### src/rtl/pipelined_addsub.sv
// Pipelined signed add/subtract: the carry chain is split into CHUNK-bit slices, one per stage, with a global-stall handshake.
// Optional build macro ADDSUB_SAT_EN makes the result saturate on signed overflow.
module pipelined_addsub #(
  parameter int unsigned WIDTH = 16,
  parameter int unsigned CHUNK = 4
) (
  input  logic             clk,
  input  logic             rst_n,
  input  logic             in_valid,
  output logic             in_ready,
  input  logic [WIDTH-1:0] a,
  input  logic [WIDTH-1:0] b,
  input  logic             ci,
  input  logic             sub,
  output logic             out_valid,
  input  logic             out_ready,
  output logic [WIDTH-1:0] result,
  output logic             overflow,
  output logic             cout
);

  localparam int unsigned STAGES = WIDTH / CHUNK;

  logic             advance;
  logic [WIDTH-1:0] bp;

  assign advance  = !out_valid || out_ready;
  assign in_ready = advance;
  assign bp       = sub ? ~b : b;

  for (genvar k = 0; k < STAGES; k++) begin : g_stg
    localparam int unsigned RW = CHUNK * (k + 1);

    logic             vin;
    logic             sin;
    logic             cin;
    logic [CHUNK-1:0] sa;
    logic [CHUNK-1:0] sb;
    logic [CHUNK:0]   sum;
    logic [RW-1:0]    res_d;
    logic             vld_q;
    logic [RW-1:0]    res_q;

    // Slice operands and carry come from the ports for stage 0, otherwise from the previous stage.
    if (k == 0) begin : g_src
      assign vin   = in_valid;
      assign sin   = sub;
      assign cin   = sub ^ ci;
      assign sa    = a[CHUNK-1:0];
      assign sb    = bp[CHUNK-1:0];
      assign res_d = sum[CHUNK-1:0];
    end else begin : g_src
      assign vin   = g_stg[k-1].vld_q;
      assign sin   = g_stg[k-1].g_mid.sub_q;
      assign cin   = g_stg[k-1].g_mid.cy_q;
      assign sa    = g_stg[k-1].g_mid.ra_q[CHUNK-1:0];
      assign sb    = g_stg[k-1].g_mid.rb_q[CHUNK-1:0];
      assign res_d = {sum[CHUNK-1:0], g_stg[k-1].res_q};
    end

    assign sum = (CHUNK+1)'(sa) + (CHUNK+1)'(sb) + (CHUNK+1)'(cin);

    always_ff @(posedge clk or negedge rst_n) begin
      if (!rst_n) begin
        vld_q <= 1'b0;
        res_q <= '0;
      end else if (advance) begin
        vld_q <= vin;
        res_q <= res_d;
      end
    end

    if (k < STAGES - 1) begin : g_mid
      localparam int unsigned UW = WIDTH - RW;

      logic [UW-1:0] ra_d;
      logic [UW-1:0] rb_d;
      logic [UW-1:0] ra_q;
      logic [UW-1:0] rb_q;
      logic          cy_q;
      logic          sub_q;

      // Unresolved upper slices ride along unmodified.
      if (k == 0) begin : g_rem
        assign ra_d = a[WIDTH-1:CHUNK];
        assign rb_d = bp[WIDTH-1:CHUNK];
      end else begin : g_rem
        assign ra_d = g_stg[k-1].g_mid.ra_q[UW+CHUNK-1:CHUNK];
        assign rb_d = g_stg[k-1].g_mid.rb_q[UW+CHUNK-1:CHUNK];
      end

      always_ff @(posedge clk or negedge rst_n) begin
        if (!rst_n) begin
          ra_q  <= '0;
          rb_q  <= '0;
          cy_q  <= 1'b0;
          sub_q <= 1'b0;
        end else if (advance) begin
          ra_q  <= ra_d;
          rb_q  <= rb_d;
          cy_q  <= sum[CHUNK];
          sub_q <= sin;
        end
      end
    end else begin : g_last
      logic cm;
      logic cout_q;
      logic ovf_q;

      // Carry into the MSB recovered from the sum bit and the MSB operands.
      assign cm = sum[CHUNK-1] ^ sa[CHUNK-1] ^ sb[CHUNK-1];

      always_ff @(posedge clk or negedge rst_n) begin
        if (!rst_n) begin
          cout_q <= 1'b0;
          ovf_q  <= 1'b0;
        end else if (advance) begin
          cout_q <= sum[CHUNK] ^ sin;
          ovf_q  <= sum[CHUNK] ^ cm;
        end
      end

`ifdef ADDSUB_SAT_EN
      logic asign_q;

      always_ff @(posedge clk or negedge rst_n) begin
        if (!rst_n) begin
          asign_q <= 1'b0;
        end else if (advance) begin
          asign_q <= sa[CHUNK-1];
        end
      end
`endif
    end
  end

  assign out_valid = g_stg[STAGES-1].vld_q;
  assign overflow  = g_stg[STAGES-1].g_last.ovf_q;
  assign cout      = g_stg[STAGES-1].g_last.cout_q;

`ifdef ADDSUB_SAT_EN
  // On overflow the sign of a decides the direction of saturation.
  assign result = !g_stg[STAGES-1].g_last.ovf_q ? g_stg[STAGES-1].res_q :
                  g_stg[STAGES-1].g_last.asign_q ? {1'b1, {(WIDTH-1){1'b0}}} :
                                                   {1'b0, {(WIDTH-1){1'b1}}};
`else
  assign result = g_stg[STAGES-1].res_q;
`endif

endmodule

### config.mk
export PLATFORM = sky130hd
export DESIGN_NAME = pipelined_addsub
export DESIGN_NICKNAME = d
export VERILOG_FILES = /design/src/rtl/pipelined_addsub.sv
export SDC_FILE = /design/constraint.sdc
export NUM_CORES = 1
export LEC_CHECK = 0
export ABC_AREA = 0
export BUFFER_PORTS_ARGS = -buffer_cell sky130_fd_sc_hd__buf_2
export CAP_MARGIN = 15
export CORE_MARGIN = 4
export CORE_UTILIZATION = 45
export DETAILED_ROUTE_END_ITERATION = 12
export SETUP_SLACK_MARGIN = 0.4
export SLEW_MARGIN = 10
export SYNTH_ARGS = -nofsm -noshare
export SYNTH_HDL_FRONTEND = slang
export SYNTH_SLANG_ARGS = --single-unit
### constraint.sdc
create_clock -name clk -period 2.8 [get_ports clk]
set_input_delay 0.56 -clock clk [delete_from_list [all_inputs] [get_ports clk]]
set_output_delay 0.56 -clock clk [all_outputs]
set_load 0.03 [all_outputs]
== Yosys cells after proc, flatten, opt, wreduce, memory -nomap -nowiden ==
Index checks and enable logic that the tools add are counted.
Word-level totals
  register bits: 100
  input bits: 38
  output and inout port bits: 20
  logic and storage cells: 39
Operators by class
  add/subtract/negate cells: 8
  muxes and demuxes: 1
  bitwise gates (word level): 6
  reduce and logical (&&, ||, !) cells: 2
Operator list (number)
  $add A4 B4 Y5: 4
  $add A5 B1 Y5: 4
  $mux W16: 1
  $not A16 Y16: 1
  $xor A1 B1 Y1: 5
  $logic_not A1 Y1: 1
  $logic_or A1 B1 Y1: 1

== Depth between registers and ports, before layout ==
Gate-level depths: netlist of the first run.
  word-level depth: 5
  mapped depth: 8
  depth with buffers taken out: 8

== Least setup slack after synthesis of the first run ==
No wires, ideal clock.
  kind: input to register
  start point: input sub
  end point: register g_stg[0].g_mid.cy_q
  library setup time: 0.135 ns
  arrival: 2.273 ns
  data required time: 2.665 ns
  setup slack: 0.393 ns
  stages: 8
  buffers on the path: 2
  cell sequence: buf_4 buf_4 xor2_1 fa_1 fa_1 a21o_1 a21oi_1 a21oi_1
On the way
  word-level cells in the longest chain between the ends: 3
  elaborated cells on any way between the ends: 4
  those cells by class: 2 x add/sub; 1 x mux; 1 x bitwise
Ends and longest elaborated chain
  start: declaration: line 14  | input logic sub,
  $mux W16: line 29  | assign bp = sub ? ~b : b;
  $add A4 B4 Y5: line 61  | assign sum = (CHUNK+1)'(sa) + (CHUNK+1)'(sb) + (CHUNK+1)'(cin);
  $add A5 B1 Y5 *: line 61
  end signal: assignment: line 101  | cy_q <= sum[CHUNK];
  end: declaration: line 80  | logic cy_q;
Mark *: on every way between the ends. The rest lies on a longest branch, timed or not.
A chain may end at the register's enable or synchronous reset.

== Worst setup path after layout of the first run ==
  start point: register g_stg[2].g_mid.ra_q[0]
  end point: register g_stg[3].g_last.ovf_q, in the netlist overflow
On the way
  word-level cells in the longest chain between the ends: 5
Ends and longest elaborated chain
  start: declaration: line 78  | logic [UW-1:0] ra_q;
  start signal: assignment: line 99  | ra_q <= ra_d;
  $add A4 B4 Y5 *: line 61
  $add A5 B1 Y5 *: line 61
  $xor A1 B1 Y1 (2 in a row): line 111  | assign cm = sum[CHUNK-1] ^ sa[CHUNK-1] ^ sb[CHUNK-1];
  $xor A1 B1 Y1 *: line 119  | ovf_q <= sum[CHUNK] ^ cm;
  end signal: assignment: line 119
  end: declaration: line 108  | logic ovf_q;
Marked as above.

==> impl_metrics.yaml, run 1 <==
status:
  status: "finished clean"
cts:
  cts.clk_slew.worst_paths_ns: 0.10
  clock_sinks: 100
  ctsRootBufferMaster: "clkbuf_8"
  hold_buffers: 0
  cts.path.max_buffers: 2
  postCtsSetupRepairBufs: 0
  cts_made_buffers: 9
  cts.htree.levels: 3
  ctsResizeCount: 0
  insertion_delay_ns: 0.36
  cts_tree: "built"
timing:
  drv_slew: 0
  worst_pin_slew_ns: 0.995
  finalSetupTns_ns: 0
  rsz0062_at_grt: "false"
  finalSetupViolCount: 0
  max_clock_freq_mhz: 455
  skew_ns: 0.00755
  setup_ws_ns: 0.603
  whs_ns: 0.169
  post-route-period-util_pct: 78.4
  post-route-min-period_ns: 2.20
  max_slew_margin_pct: 33.7
  finalHoldViolCount: 0
yosys:
  synthCells: 468
  synth_edf_count: 0
  async_flop_share_pct: 100
  syn_avg_cell_area_sq_um: 9.45
  ys_seq_elements: 100
  synth.most_common_cell: "nand2_1"
  synth_area_leaders: "dfrtp_1, nand2_1, fa_1"
  synth_area_leader_cell: "dfrtp_1"
  yosys.cell_types.count: 23
  synth_area_sq_mm: 0.00442
  synth_commonest_cells: "nand2_1, dfrtp_1, xnor2_1"
  synth.top_cell.area_share_pct: 56.6
  synth_ff_type: "dfrtp_1"
  seq_area_frac_synth_pct: 56.6
  yosysWarnings: 0
  synth_nets: 526
setup_path:
  critPathKind: "flip-flop to flip-flop"
  cp_max_fo: 2
  max_stage_delay_ns: 0.45
  critPathSlowestCell: "fa_1"
  cp_data_arrival_time_ns: 2.45
  timing.rr.end: "overflow$_DFFE_PN0P_"
  crit_start: "g_stg[2].g_mid.ra_q[0]$_DFFE_PN0P_"
  crit_path_end_kind: "flip-flop"
  cp-start-kind: "flip-flop"
  r2r_start: "g_stg[2].g_mid.ra_q[0]$_DFFE_PN0P_"
  rr_worst_depth: 8
  crit_chain: "inv_1 -> fa_1 -> fa_1 -> nand2b_1 -> a21oi_2 -> xnor2_1 -> xnor2_1 -> mux2_4"
  r2r_setup_slack_ns: 0.60
  worstPathRequired_ns: 3.06
die:
  die-area_sq_mm: 0.0115
  start_util_pct: 47.0
  die_w_um: 107
  rows: 35
  fp.coreArea_sq_mm: 0.00942
  die_h_um: 107
  io_pins: 58
finish:
  antenna_cells: 0
  fillers: 904
  area_growth_pct: 12.9
  drive_gt1_share_pct: 16.5
  fin_nets: 575
  instances_no_fill: 651
flow_run:
  maxCapViolations: 0
place:
  io_buffers: 57
  placed_cells: 635
  dp_hpwl_um: 5070
  place_ws_ns: 0.545
  routabilityCongestion: 0.772
routing:
  first_pass_iters: 4
  ant_nets: 0
  drc: 0
  wirelength_um: 7700
  via_per_inst: 4.56
  drt_iter0_drc: 108
  wire_per_inst_um: 11.8
  vias: 2966
power:
  irDropWorstVdd_mv: 0.414
  power_leakage_nw: 2.60
  p_total_mw: 5.59
  p_per_area_mw_per_mm2: 1120
grt:
  grt_max_degree: 105
  gr-total-overflow: 0
  antenna_found_initial: 0
  grt_pass1_vias: 2927
  grt_pass1_wl_um: 13300
  grtUsageTotal_pct: 14.6
worst_hold_path:
  hold_class: "input port to asynchronous set/reset pin"
[routing by layer]
metal / vias up / GRT usage (%) / part of all wire (%)
met2: 50 / 22.6 / 44
li1: 1555 / - / -
met4: 0 / 5.75 / 1.8
met1: 1352 / 19.8 / 50
met5: - / 0 / 0
met3: 9 / 3.67 / 3.9
[final cells by class]
cell class              count  area (sq um)  area share (%)
clock buffers              10           138            2.76
clock inverters             6          52.6            1.05
inverters                  10          37.5           0.752
multi-input cells         334          1750            35.1
flip-flops and latches    100          2500            50.1
well taps                 129           161            3.23
repair buffers             62           350            7.01
[metrics by stage]
step	utilization, %	area, sq um
after floorplan	-	4430
after global placement	51.0	4800
after detailed placement	51.0	4800
after CTS	53.0	4990
after global routing	53.0	4990
final	53.0	4990
[layout by cell type (no fill, tap or decap), drive strengths merged]
master and n:
nand2b 3, xnor2 18, nor2b 2, mux2 1, a211oi 1, o21ai 26
nand2 222, xor2 10, nor2 12, fa 8, dfrtp 100, buf 62
ha 12, a21oi 14, a21o 5, inv 14, clkbuf 10, clkinv 2
[power by group]
| group | total (mW) | internal [mW] | switching, mW |
|---|---|---|---|
| combinational | 2.27 | 0.917 | 1.35 |
| clock | 0.889 | 0.364 | 0.525 |
| sequential | 2.43 | 2.09 | 0.340 |
| total | 5.59 | 3.37 | 2.22 |
[how the worst max path moves through the flow]
stage                                            to  slack, ns  depth (start not counted)
floorplan           g_stg[0].g_mid.cy_q$_DFFE_PN0P_       0.44                          8
global placement    g_stg[0].g_mid.cy_q$_DFFE_PN0P_       0.58                          7
detailed placement  g_stg[0].g_mid.cy_q$_DFFE_PN0P_       0.55                          7
CTS                            overflow$_DFFE_PN0P_       0.59                          8
global route                   overflow$_DFFE_PN0P_       0.47                          8
finish                         overflow$_DFFE_PN0P_       0.60                          8
[cell families (layout without fill, tap and decap cells)]
| logic type | after synthesis | in the layout | synth area share (%) |
|---|---|---|---|
| simple gates | 239 | 239 | 20.6 |
| buf+inv | 34 | 88 | 4.02 |
| xor+xnor | 28 | 28 | 5.71 |
| compound gates | 46 | 46 | 5.71 |
| flops | 100 | 100 | 56.6 |
| fa+ha+maj | 20 | 20 | 7.02 |
| mux | 1 | 1 | 0.339 |
[worst max-delay path, delay by kind of cell, from the launching register on]
| kind | cells | cell delay, ns |
|---|---|---|
| AO/OA/AOI/OAI | 1 | 0.17 |
| XOR/XNOR | 2 | 0.23 |
| adder cells (fa/ha/maj) | 2 | 0.86 |
| buffers and inverters | 1 | 0.06 |
| flip-flops | 1 | 0.34 |
| multiplexers | 1 | 0.25 |
| AND/OR/NAND/NOR | 1 | 0.17 |
[registers in the layout, indices dropped and copies added (netlist names)]
| name | cells |
|---|---|
| g_stg.g_mid.ra_q | 24 |
| g_stg.g_mid.rb_q | 24 |
| g_stg.res_q | 24 |
| result | 16 |
| g_stg.g_mid.cy_q | 3 |
| g_stg.g_mid.sub_q | 3 |
| g_stg.vld_q | 3 |
| cout | 1 |
| out_valid | 1 |
| overflow | 1 |
Power figures use the tool's default switching activity.
==> run 2, diff against run 1 <==
--- a/config.mk
+++ b/config.mk
@@ -5,7 +5,7 @@
 export SDC_FILE = /design/constraint.sdc
 export NUM_CORES = 1
 export LEC_CHECK = 0
-export ABC_AREA = 0
+export ABC_AREA = 1
 export BUFFER_PORTS_ARGS = -buffer_cell sky130_fd_sc_hd__buf_2
 export CAP_MARGIN = 15
 export CORE_MARGIN = 4
==> constraint.sdc (replaced) <==
create_clock -name clk -period 2.1 [get_ports clk]
set_input_delay 0.42 -clock clk [delete_from_list [all_inputs] [get_ports clk]]
set_output_delay 0.42 -clock clk [all_outputs]
set_load 0.03 [all_outputs]
==> run 2 against run 1 <==
Compared with the run above:
- cell area increased by 4.2%
- via count rose by 4.1%
- power grew 37%
- first-iteration DRC count up 71%
- count of clock-buffer cells in the layout increased by 1
- register-to-register slack got worse by 0.37 ns
- combinational power grew 35%
- final cell count is 4.9% higher
==> impl_metrics.yaml, run 2 <==
status:
  status: "finished clean"
yosys:
  yosys.cell_types.count: 21
  synth_nets: 540
  ys_seq_elements: 100
  synth_ff_type: "dfrtp_1"
  synthCells: 482
  syn_avg_cell_area_sq_um: 9.26
  synth_compound_area_share_pct: 7.12
  synth_edf_count: 0
  synthXorXnorAreaFrac_pct: 3.73
  synth_area_leader_cell: "dfrtp_1"
  synth.most_common_cell: "nand2_1"
  synthAdderAreaFrac_pct: 6.95
  muxShareOfSynthArea_pct: 0
  async_flop_share_pct: 100
  synth_area_leaders: "dfrtp_1, nand2_1, o21ai_0"
  synth.top_cell.area_share_pct: 56.0
  seq_area_frac_synth_pct: 56.0
  yosysWarnings: 0
  synth-simple-area-share_pct: 19.7
  synth_top_family_by_area: "simple AND/OR/NAND/NOR gates"
  synth_area_sq_mm: 0.00447
  synth_commonest_cells: "nand2_1, dfrtp_1, o21ai_0"
finish:
  drive_gt1_share_pct: 19.3
  postLayoutCellArea_sq_mm: 0.00520
  fin_nets: 604
  final-seq-area_sq_mm: 0.00250
  fillers: 946
  top_regs: "g_stg.g_mid.ra_q x24, g_stg.g_mid.rb_q x24, g_stg.res_q x24"
  layout_common_cells: "nand2_1, dfrtp_1, buf_2"
  final_common_cell: "nand2_1"
  area_growth_pct: 16.6
  antenna_cells: 0
  multi_input_area_sq_mm: 0.00171
setup_path:
  worstPathRequired_ns: 2.34
  crit_path_end_kind: "flip-flop"
  timing.rr.end: "cout$_DFFE_PN0P_"
  cp-start-kind: "flip-flop"
  crit_path_end: "cout$_DFFE_PN0P_"
  cp_max_fo: 2
  cp_data_arrival_time_ns: 2.11
  rr_worst_depth: 8
  r2r_start: "g_stg[2].g_mid.rb_q[0]$_DFFE_PN0P_"
  crit_start: "g_stg[2].g_mid.rb_q[0]$_DFFE_PN0P_"
  critPathKind: "flip-flop to flip-flop"
  r2r_setup_slack_ns: 0.23
power:
  p_per_area_mw_per_mm2: 1470
  power_leakage_nw: 2.68
  irDropWorstVdd_mv: 0.489
timing:
  post-route-period-util_pct: 88.9
  worst_pin_slew_ns: 0.531
  finalSetupTns_ns: 0
  finalSetupViolCount: 0
  post-route-min-period_ns: 1.87
  max_clock_freq_mhz: 536
  max_slew_margin_pct: 64.6
  drv_slew: 0
  finalHoldViolCount: 0
  skew_ns: 0.0111
  whs_ns: 0.100
  rsz0062_at_grt: "true"
cts:
  ctsRootBufferMaster: "clkbuf_8"
  cts.htree.levels: 3
  clock_sinks: 100
  cts_made_buffers: 9
  hold_buffers: 0
  cts.path.max_buffers: 2
  cts.clk_slew.worst_paths_ns: 0.09
  cts_tree: "built"
  insertion_delay_ns: 0.36
grt:
  gr-total-overflow: 0
  grt_max_degree: 114
  grtUsageTotal_pct: 15.2
  grt_pass1_wl_um: 13900
  grt_pass1_vias: 3058
  antenna_found_initial: 0
routing:
  wire_per_inst_um: 12.2
  first_pass_iters: 4
  vias: 3088
  ant_nets: 0
  drc: 0
  drt_iter0_drc: 185
  wirelength_um: 8310
  via_per_inst: 4.52
die:
  die_h_um: 108
  die_w_um: 108
  io_pins: 58
  rows: 36
  fp.coreArea_sq_mm: 0.00973
  start_util_pct: 45.9
  die-area_sq_mm: 0.0116
place:
  dpl-instance-area_sq_mm: 0.00485
  io_buffers: 57
  routabilityCongestion: 0.748
  dp_hpwl_um: 5170
flow_run:
  maxCapViolations: 0
worst_hold_path:
  hold_class: "input port to asynchronous set/reset pin"
==> run 2: cell types whose count changed after synthesis, moves of 4 or more <==
| cell | change |
|---|---|
| buf_2 | -8 |
| buf_6 | +5 |
| a21o_1 | -5 |
| nand3_1 | +11 |
| nand2_1 | -25 |
| o21ai_0 | +41 |
| inv_1 | +23 |
| xor2_1 | -4 |
| o21ai_1 | -15 |
| xnor2_1 | -4 |
| a21oi_1 | -5 |
==> run 2: final cells by class <==
class                   instances  area share, %
inverters                      33           2.48
well taps                     133           3.20
clock inverters                 4           1.39
clock buffers                  11           2.91
flip-flops and latches        100           48.1
repair buffers                 76           9.13
multi-input cells             326           32.8
==> run 2: worst max-delay path: stages (launching register included) <==
cell and delay [ns]:
dfrtp_1 0.35, inv_2 0.05, fa_2 0.40, fa_2 0.35, nand3b_1 0.20, nand2_2 0.09
buf_4 0.12, xnor2_2 0.11, o21ai_1 0.07
==> run 2: layer usage <==
metal,vias up,global-route usage [%],part of all wire (%)
met5,-,0,0
met4,0,7.30,1.8
met3,12,2.46,3.4
met2,47,24.1,44
met1,1406,20.3,51
li1,1623,-,-
==> run 2: power breakdown <==
group / internal (mW) / switching, mW
clock: 0.728 / 0.640
sequential: 2.78 / 0.454
combinational: 1.21 / 1.87
==> run 2: cell families (layout without fill, tap and decap cells) <==
kind of cell / count (synthesis) / count (layout)
AO/OA/AOI/OAI: 62 / 62
XOR/XNOR: 19 / 19
adder cells (fa/ha/maj): 20 / 20
buffers and inverters: 56 / 124
flip-flops: 100 / 100
AND/OR/NAND/NOR: 225 / 225
==> run 2: metrics by stage <==
step | total power, mW | instances | utilization [%] | setup WS (ns)
finish | 7.67 | 683 | 53.5 | 0.233
global route | 8.36 | 683 | 53.5 | 0.173
CTS | 7.55 | 671 | 52.4 | 0.261
detailed placement | 6.12 | 654 | 49.8 | 0.0642
global placement | 6.04 | 654 | 49.8 | 0.155
floorplan | 5.41 | 482 | - | 0.114
==> run 2: what timing repair did <==
action | in CTS | in global routing
buffers inserted | 2 | 12
pin swaps | 2 | 2
setup endpoints to repair | 5 | 9
resized for setup | 5 | 9
==> run 2: how the worst min path moves through the flow <==
stage,start,endpoint,slack [ns],depth (start not counted)
4_1_cts,rst_n,g_stg[0].g_mid.ra_q[0]$_DFFE_PN0P_,0.13,2
6_report,rst_n,g_stg[2].g_mid.ra_q[1]$_DFFE_PN0P_,0.10,2
5_1_grt,rst_n,result[9]$_DFFE_PN0P_,0.16,2
2_1_floorplan,rst_n,cout$_DFFE_PN0P_,0.12,0
3_5_place_dp,g_stg[2].vld_q$_DFFE_PN0P_,out_valid$_DFFE_PN0P_,0.44,2
3_3_place_gp,g_stg[2].vld_q$_DFFE_PN0P_,out_valid$_DFFE_PN0P_,0.44,2
